### src/rtl/seq_alu.sv
// rtl/seq_alu.sv - multi-cycle ALU with valid/ready accept, iterative shifter and shift-add multiplier
module seq_alu #(
  parameter int WIDTH = 32,
  parameter int SHW   = $clog2(WIDTH)
) (
  input  logic             clk,
  input  logic             rst_n,
  input  logic             in_valid,
  output logic             in_ready,
  input  logic [WIDTH-1:0] A,
  input  logic [WIDTH-1:0] B,
  input  logic [2:0]       alu_op,
  output logic             out_valid,
  output logic [WIDTH-1:0] result,
  output logic             zero,
  output logic             carry
);

  localparam logic [1:0] ST_IDLE  = 2'd0;
  localparam logic [1:0] ST_SHIFT = 2'd1;
  localparam logic [1:0] ST_MUL   = 2'd2;

  localparam logic [2:0] OP_AND = 3'b000;
  localparam logic [2:0] OP_OR  = 3'b001;
  localparam logic [2:0] OP_ADD = 3'b010;
  localparam logic [2:0] OP_SUB = 3'b011;
  localparam logic [2:0] OP_MUL = 3'b111;

  localparam logic [SHW:0] CNT_ONE  = (SHW+1)'(1);
  localparam logic [SHW:0] CNT_FULL = (SHW+1)'(WIDTH);

  logic [1:0]       state;
  logic [1:0]       sh_op;
  logic [SHW:0]     cnt;
  logic [WIDTH-1:0] acc;
  logic [WIDTH-1:0] mcand;
  logic [WIDTH-1:0] mplier;
  logic [WIDTH-1:0] prod;

  logic             accept;
  logic [SHW-1:0]   shamt;
  logic [WIDTH:0]   sum;
  logic [WIDTH:0]   diff;
  logic [WIDTH-1:0] quick_res;
  logic             quick_c;
  logic [WIDTH-1:0] acc_step;
  logic [WIDTH-1:0] prod_step;

  assign in_ready  = (state == ST_IDLE);
  assign accept    = in_valid && in_ready;
  assign shamt     = B[SHW-1:0];
  assign sum       = {1'b0, A} + {1'b0, B};
  // The extra MSB of an unsigned (WIDTH+1)-bit difference is the borrow.
  assign diff      = {1'b0, A} - {1'b0, B};
  assign prod_step = mplier[0] ? (prod + mcand) : prod;

  always_comb begin
    quick_res = A;
    quick_c   = 1'b0;
    case (alu_op)
      OP_AND: quick_res = A & B;
      OP_OR:  quick_res = A | B;
      OP_ADD: begin
        quick_res = sum[WIDTH-1:0];
        quick_c   = sum[WIDTH];
      end
      OP_SUB: begin
        quick_res = diff[WIDTH-1:0];
        quick_c   = diff[WIDTH];
      end
      default: quick_res = A;
    endcase
  end

  always_comb begin
    case (sh_op)
      2'b00:   acc_step = {acc[WIDTH-2:0], 1'b0};
      2'b01:   acc_step = {1'b0, acc[WIDTH-1:1]};
      default: acc_step = {acc[WIDTH-1], acc[WIDTH-1:1]};
    endcase
  end

  always_ff @(posedge clk or negedge rst_n) begin
    if (!rst_n) begin
      state     <= ST_IDLE;
      sh_op     <= 2'b00;
      cnt       <= '0;
      acc       <= '0;
      mcand     <= '0;
      mplier    <= '0;
      prod      <= '0;
      result    <= '0;
      zero      <= 1'b0;
      carry     <= 1'b0;
      out_valid <= 1'b0;
    end else begin
      out_valid <= 1'b0;
      case (state)
        ST_IDLE: begin
          if (accept) begin
            if (alu_op == OP_MUL) begin
              mcand  <= A;
              mplier <= B;
              prod   <= '0;
              cnt    <= CNT_FULL;
              state  <= ST_MUL;
            end else if (alu_op[2] && (shamt != '0)) begin
              acc   <= A;
              cnt   <= {1'b0, shamt};
              sh_op <= alu_op[1:0];
              state <= ST_SHIFT;
            end else begin
              result    <= quick_res;
              zero      <= (quick_res == '0);
              carry     <= quick_c;
              out_valid <= 1'b1;
            end
          end
        end
        ST_SHIFT: begin
          acc <= acc_step;
          cnt <= cnt - CNT_ONE;
          if (cnt == CNT_ONE) begin
            result    <= acc_step;
            zero      <= (acc_step == '0);
            carry     <= 1'b0;
            out_valid <= 1'b1;
            state     <= ST_IDLE;
          end
        end
        ST_MUL: begin
          prod   <= prod_step;
          mcand  <= mcand << 1;
          mplier <= mplier >> 1;
          cnt    <= cnt - CNT_ONE;
          // Fixed WIDTH iterations: no early exit on a zero multiplier.
          if (cnt == CNT_ONE) begin
            result    <= prod_step;
            zero      <= (prod_step == '0);
            carry     <= 1'b0;
            out_valid <= 1'b1;
            state     <= ST_IDLE;
          end
        end
        default: state <= ST_IDLE;
      endcase
    end
  end

endmodule
### config.mk
export PLATFORM = sky130hd
export DESIGN_NAME = seq_alu
export DESIGN_NICKNAME = d
export VERILOG_FILES = /design/src/rtl/seq_alu.sv
export SDC_FILE = /design/constraint.sdc
export NUM_CORES = 1
export LEC_CHECK = 0
export ABC_AREA = 1
export BUFFER_PORTS_ARGS = -buffer_cell sky130_fd_sc_hd__buf_2
export CORE_MARGIN = 4
export CORE_UTILIZATION = 30
export DETAILED_ROUTE_END_ITERATION = 6
export GPL_ROUTABILITY_DRIVEN = 1
export PLACE_DENSITY_LB_ADDON = 0.08
export REMOVE_ABC_BUFFERS = 1
export SETUP_SLACK_MARGIN = 0.4
export SLEW_MARGIN = 20
export SYNTH_ARGS = -nofsm -noshare
export SYNTH_HDL_FRONTEND = slang
export SYNTH_SLANG_ARGS = --single-unit
### constraint.sdc
create_clock -name clk -period 5.2 [get_ports clk]
set_clock_uncertainty 0.05 [all_clocks]
set_input_delay 0.52 -clock clk [delete_from_list [all_inputs] [get_ports clk]]
set_output_delay 0.52 -clock clk [all_outputs]
set_load 0.02 [all_outputs]
==> flow_metrics.env, run 1 <==
export IMPL_ys_types=50
export IMPL_timing_fmax_ghz=0.289
export IMPL_grt_usage=0.243
export IMPL_antenna_found_initial=0
export IMPL_worstPathRequired_ns=5.57
export IMPL_coreArea_sq_um=60700
export IMPL_setup_tns_ns=0
export IMPL_synth_top_family_by_area="simple AND/OR/NAND/NOR gates"
export IMPL_finalCritPeriodShare=0.666
export IMPL_grt_pass1_wl_um=121000
export IMPL_violations="design-rule violations"
export IMPL_finalHoldViolCount=0
export IMPL_use_met3=0.0338
export IMPL_final_cell_mix="nand2_1 (1070), inv_1 (458), nand3_1 (244), nor2_1 (217), o21ai_0 (175)"
export IMPL_dieWidth_um=256
export IMPL_htreeDepth=4
export IMPL_globalplace_congestion=0.960
export IMPL_port_buffers=105
export IMPL_rr_worst_depth=12
export IMPL_total_power_mw=10.1
export IMPL_use_met1=0.338
export IMPL_die_area_sq_um=65600
export IMPL_syn_area_per_cell_sq_um=5.98
export IMPL_yosysWarnings=0
export IMPL_outcome="finished with violations"
export IMPL_insertion_delay_ns=0.49
export IMPL_ys_seq_area_frac=0.234
export IMPL_cp_max_fo=51
export IMPL_diodes=0
export IMPL_cts_tree="yes"
export IMPL_synthSimpleGateAreaFrac=0.401
export IMPL_mostFrequentLayoutCell="nand2_1"
export IMPL_synth_top_flop_cell="dfrtp_1"
export IMPL_grt_pass1_vias=19400
export IMPL_peakVddDrop_v=0.000263
export IMPL_dr_pass1_iters=7
export IMPL_grt_max_degree=129
export IMPL_leakagePower_nw=10.8
export IMPL_synth_xor_area_frac=0.00332
export IMPL_via_per_inst=5.07
export IMPL_layout_drive_gt1_share=0.100
export IMPL_rsz0062_at_grt="false"
export IMPL_synth_edf_count=0
export IMPL_reg2reg_setup_slack_ns=1.74
export IMPL_die_y_um=256
export IMPL_via_count=19800
export IMPL_synth_cell_area_sq_um=18500
export IMPL_dp_hpwl_um=65400
export IMPL_post_cts_buffers=0
export IMPL_async_reset_ff_frac=1.00
export IMPL_post_drt_wl_per_cell_um=20.8
export IMPL_min_path_cells=3
export IMPL_drv_slew=0
export IMPL_overflow=0
export IMPL_criticalPathCategory="reg2reg"
export IMPL_grt_busiest_layer="met2"
export IMPL_finish_utilization=0.332
export IMPL_synthAdderAreaFrac=0.0995
export IMPL_hp_class="in2reg"
export IMPL_relSlewSlack=0.318
export IMPL_synthToLayoutAreaGrowth_pct=8.96
export IMPL_rr_endpoint="zero"
export IMPL_drcViolationCount=1
export IMPL_min_from="B[5]"
export IMPL_nets=3324
export IMPL_clkSinkCount=173
export IMPL_setup_violations=0
export IMPL_synth_compound_area_frac=0.125
export IMPL_boundaryPins=106
export IMPL_synth_mux_area_frac=0.00115
export IMPL_seq_area_sq_um=4330
export IMPL_timing_hold_ws_ns=0.264
export IMPL_clockBufferDepth=2
export IMPL_ant_nets=0
export IMPL_drt_iter0_drc=1636
export IMPL_critPathLaunch="sh_op[1]"
export IMPL_num_fill_cells=6891
export IMPL_cts_buffers=17
export IMPL_hold_end="mplier[5]"
export IMPL_cp_end_kind="flip-flop"
export IMPL_path_clk_slew_ns=0.08
export IMPL_crit_arrival_ns=3.83
export IMPL_wirelength_um=81100
export IMPL_multi_input_area_sq_um=11700
export IMPL_rows=90
export IMPL_clock_root_buffer="clkbuf_16"
export IMPL_initial_core_util=0.304
export IMPL_worstMarginPinSlew_ns=1.02
export IMPL_synth_cells=3088
export IMPL_p_per_area_nw_per_um2=500
export IMPL_grtUsageMet2=0.394
export IMPL_critPathLaunchType="flip-flop"
export IMPL_min_period_ns=3.46
export IMPL_drv_cap=0
export IMPL_r2r_start="sh_op[1]"
export IMPL_synth_seq_cells=173
through the flow:
step / cells / cell area, sq um / worst slack (ns)
final: 3904 / 20100 / 1.74
after CTS: 3904 / 20100 / 1.60
after floorplan: 2967 / 17800 / -0.132
after global routing: 3904 / 20100 / 1.54
after global placement: 3871 / 19500 / 1.48
after detailed placement: 3871 / 19500 / 1.51
flip-flops by register name (all words and copies together), names as in the netlist, 2 cells and up:
| name | flops |
|---|---|
| state | 2 |
| mcand | 32 |
| acc | 32 |
| result | 32 |
| cnt | 6 |
| prod | 32 |
| mplier | 32 |
| sh_op | 2 |
timing repair:
action,CTS,global route
resized for setup,0,0
endpoints found under the setup margin,0,0
hold endpoints to repair,45,0
hold buffers,1,0
critical path, cell delays in order (launching register included):
cell and delay (ns):
dfrtp_1 0.48, nor2_2 0.14, buf_4 0.40, inv_1 0.37, a21oi_1 0.32, nand4_1 0.13
nor4_1 0.65, nand4_1 0.37, nand2_1 0.16, nand2_1 0.07, nand2_1 0.08, nand2_1 0.05
nand2_1 0.08
synthesized netlist by cell type (34+ instances only):
| cell | instances | area share |
|---|---|---|
| nand2_1 | 1071 | 0.22 |
| inv_1 | 458 | 0.093 |
| nand3_1 | 244 | 0.066 |
| nor2_1 | 219 | 0.045 |
| o21ai_0 | 175 | 0.047 |
| dfrtp_1 | 173 | 0.23 |
| ha_1 | 142 | 0.096 |
| a21oi_1 | 82 | 0.022 |
| a31oi_1 | 82 | 0.028 |
| nand4_1 | 58 | 0.020 |
| clkbuf_1 | 51 | 0.010 |
| nand2_2 | 37 | 0.013 |
| nor2_2 | 36 | 0.012 |
| inv_2 | 34 | 0.0069 |
logic make-up (layout without fill, tap and decap cells):
kind of cell,Yosys count,count (layout)
mux,2,2
buf+inv,618,652
fa+ha+maj,145,145
simple gates,1733,1733
xor+xnor,7,7
flops,173,173
compound gates,410,410
report_power, final:
part	switching [mW]	internal (mW)	leakage [nW]
logic	4.45	1.84	8.37
clock network	0.703	0.645	0.288
registers	0.463	1.95	2.11
total	5.62	4.44	10.8
final cells by class:
class	count	area share
multi-input cells	2297	0.580
flip-flops and latches	173	0.215
inverters	497	0.0930
well taps	782	0.0486
repair buffers	123	0.0340
clock buffers	17	0.0211
clock inverters	15	0.00827
worst max path at each step:
stage | end | slack [ns] | cells after the start
after CTS | zero | 1.60 | 12
after floorplan | mplier[0] | -0.13 | 8
after global placement | zero | 1.48 | 19
after detailed placement | zero | 1.51 | 18
final | zero | 1.74 | 12
after global routing | zero | 1.54 | 17
layer usage:
layer	vias to the layer above	wire length, um	part of all wire
met4	2	2040	0.025
met3	89	3660	0.045
li1	9815	-	-
met2	506	36900	0.46
met1	9371	38300	0.47
met5	-	127	0.0016
(Power assumes the default switching activity.)
==> inputs of run 2 (changes only) <==
==> constraint.sdc (replaced) <==
create_clock -name clk -period 2.95 [get_ports clk]
set_clock_uncertainty 0.05 [all_clocks]
set_input_delay 0.295 -clock clk [delete_from_list [all_inputs] [get_ports clk]]
set_output_delay 0.295 -clock clk [all_outputs]
set_load 0.02 [all_outputs]
==> flow_metrics.env, run 2 (synthesized netlist as in run 1, its figures left out) <==
export IMPL_outcome="completed"
export IMPL_insertion_delay_ns=0.50
export IMPL_dr_pass1_iters=6
export IMPL_pwr_share_comb=0.665
export IMPL_worstMarginPinSlew_ns=0.678
export IMPL_cp_end_kind="flip-flop"
export IMPL_diodes=0
export IMPL_leakagePower_nw=13.1
export IMPL_pwr_share_clk=0.124
export IMPL_timing_hold_ws_ns=0.0534
export IMPL_via_count=21500
export IMPL_grt_max_degree=68
export IMPL_grt_usage=0.261
export IMPL_die_y_um=256
export IMPL_clkSinkCount=173
export IMPL_drv_cap=0
export IMPL_setup_tns_ns=0
export IMPL_drt_iter0_drc=1592
export IMPL_grt_pass1_vias=21400
export IMPL_globalplace_congestion=0.965
export IMPL_final_cell_mix="nand2_1 (1020), buf_4 (463), inv_1 (452), nand3_1 (217), nor2_1 (195)"
export IMPL_power_switching_mw=10.7
export IMPL_finalHoldViolCount=0
export IMPL_htreeDepth=4
export IMPL_cp_max_fo=4
export IMPL_path_clk_slew_ns=0.09
export IMPL_boundaryPins=106
export IMPL_criticalPathCategory="reg2reg"
export IMPL_initial_core_util=0.304
export IMPL_drv_slew=0
export IMPL_hp_class="in2reg"
export IMPL_coreArea_sq_um=60700
export IMPL_clock_root_buffer="clkbuf_16"
export IMPL_synthToLayoutAreaGrowth_pct=33.7
export IMPL_layout_drive_gt1_share=0.263
export IMPL_nets=3782
export IMPL_p_int_mw=9.74
export IMPL_grt_pass1_wl_um=131000
export IMPL_wirelength_um=87700
export IMPL_min_period_ns=2.74
export IMPL_drcViolationCount=0
export IMPL_critPathLaunchType="flip-flop"
export IMPL_relSlewSlack=0.548
export IMPL_total_power_mw=20.5
export IMPL_rsz0062_at_grt="true"
export IMPL_dp_hpwl_um=72900
export IMPL_cts_buffers=17
export IMPL_rows=90
export IMPL_via_per_inst=4.94
export IMPL_mostFrequentLayoutCell="nand2_1"
export IMPL_overflow=0
export IMPL_crit_arrival_ns=3.12
export IMPL_setup_violations=0
export IMPL_port_buffers=105
export IMPL_dieWidth_um=256
export IMPL_peakVddDrop_v=0.000644
export IMPL_worstPathRequired_ns=3.32
export IMPL_swShare=0.525
export IMPL_die_area_sq_um=65600
export IMPL_cts_tree="yes"
export IMPL_post_drt_wl_per_cell_um=20.1
export IMPL_ant_nets=0
export IMPL_p_per_area_nw_per_um2=829
export IMPL_antenna_found_initial=2
export IMPL_clockBufferDepth=2
export IMPL_timing_fmax_ghz=0.364
export IMPL_finalCritPeriodShare=0.930
export IMPL_seqPwrFrac=0.211
## run 2: changes by cell type in the layout (fill, tap and decap cells not counted), moves of 12 or more
cell     delta
buf_4     +447
ha_1       -38
ha_4       +35
nand2_1    -50
nand2_2    +43
nand3_1    -27
nand3_2    +27
nor2_1     -22
nor2_2     +12
## run 2: worst max-delay path: stages, from the launching register on
cell	delay, ns
dfrtp_1	0.43
ha_4	0.18
fa_2	0.38
buf_4	0.15
buf_4	0.12
nand3_2	0.10
nand3b_4	0.11
nand2_1	0.09
nand3_2	0.09
nand2_1	0.11
nand3_2	0.12
nor2_4	0.14
nand3_2	0.09
nor2_1	0.09
nand2_1	0.10
nand2_1	0.09
nand2_1	0.05
nand2_1	0.08
nand2_1	0.04
nand2_1	0.06
## run 2: repair_timing
action                                  in CTS  in global routing
endpoints found under the setup margin      20                 28
pin swaps                                   22                 33
hold buffers                                 3                  0
gates cloned                                 0                  1
gates resized for setup                     85                138
buffers inserted                             7                 16
endpoints found under the hold margin       64                  0
## run 2: final timing paths
path / cells after the start / to / slack, ns / from
max: 19 / zero / 0.21 / mcand[0]
min: 3 / mplier[30] / 0.05 / B[30]
max reg2reg: 19 / zero / 0.21 / mcand[0]
min reg2reg: 2 / result[27] / 0.44 / result[27]
max in group asynchronous: 3 / mcand[11] / 1.79 / rst_n
min in group asynchronous: 2 / mplier[4] / 0.28 / rst_n
## run 2: metal layers
metal / track usage / vias up / routed length (um)
li1: - / 10700 / -
met1: 0.359 / 10200 / 41000
met2: 0.435 / 520 / 40700
met3: 0.0242 / 107 / 3430
met4: 0.0808 / 2 / 2650
met5: 0 / - / 7
## run 2: final cells by class
cell class / count / area [sq um]
flip-flops and latches: 173 / 4340
clock inverters: 15 / 215
fillers: 6590 / 36000
multi-input cells: 2297 / 12600
inverters: 497 / 1880
well taps: 782 / 978
repair buffers: 581 / 4240
clock buffers: 17 / 425
## run 2: power groups by stage
stage	Combinational [mW]	Sequential (mW)	Clock (mW)
global route	15.1	4.45	2.72
detailed placement	12.4	4.25	0
global placement	12.4	4.24	0
CTS	13.0	4.30	2.65
finish	13.6	4.32	2.55
floorplan	7.28	4.29	0
## run 2: metrics by stage
step	area, sq um	std cells	util	setup slack (ns)
2_1_floorplan	17800	2967	-	-2.38
3_3_place_gp	22800	4303	0.376	-0.327
3_5_place_dp	22800	4303	0.376	-0.318
4_1_cts	24000	4345	0.395	0.163
5_1_grt	24700	4362	0.407	0.0560
6_report	24700	4362	0.407	0.206
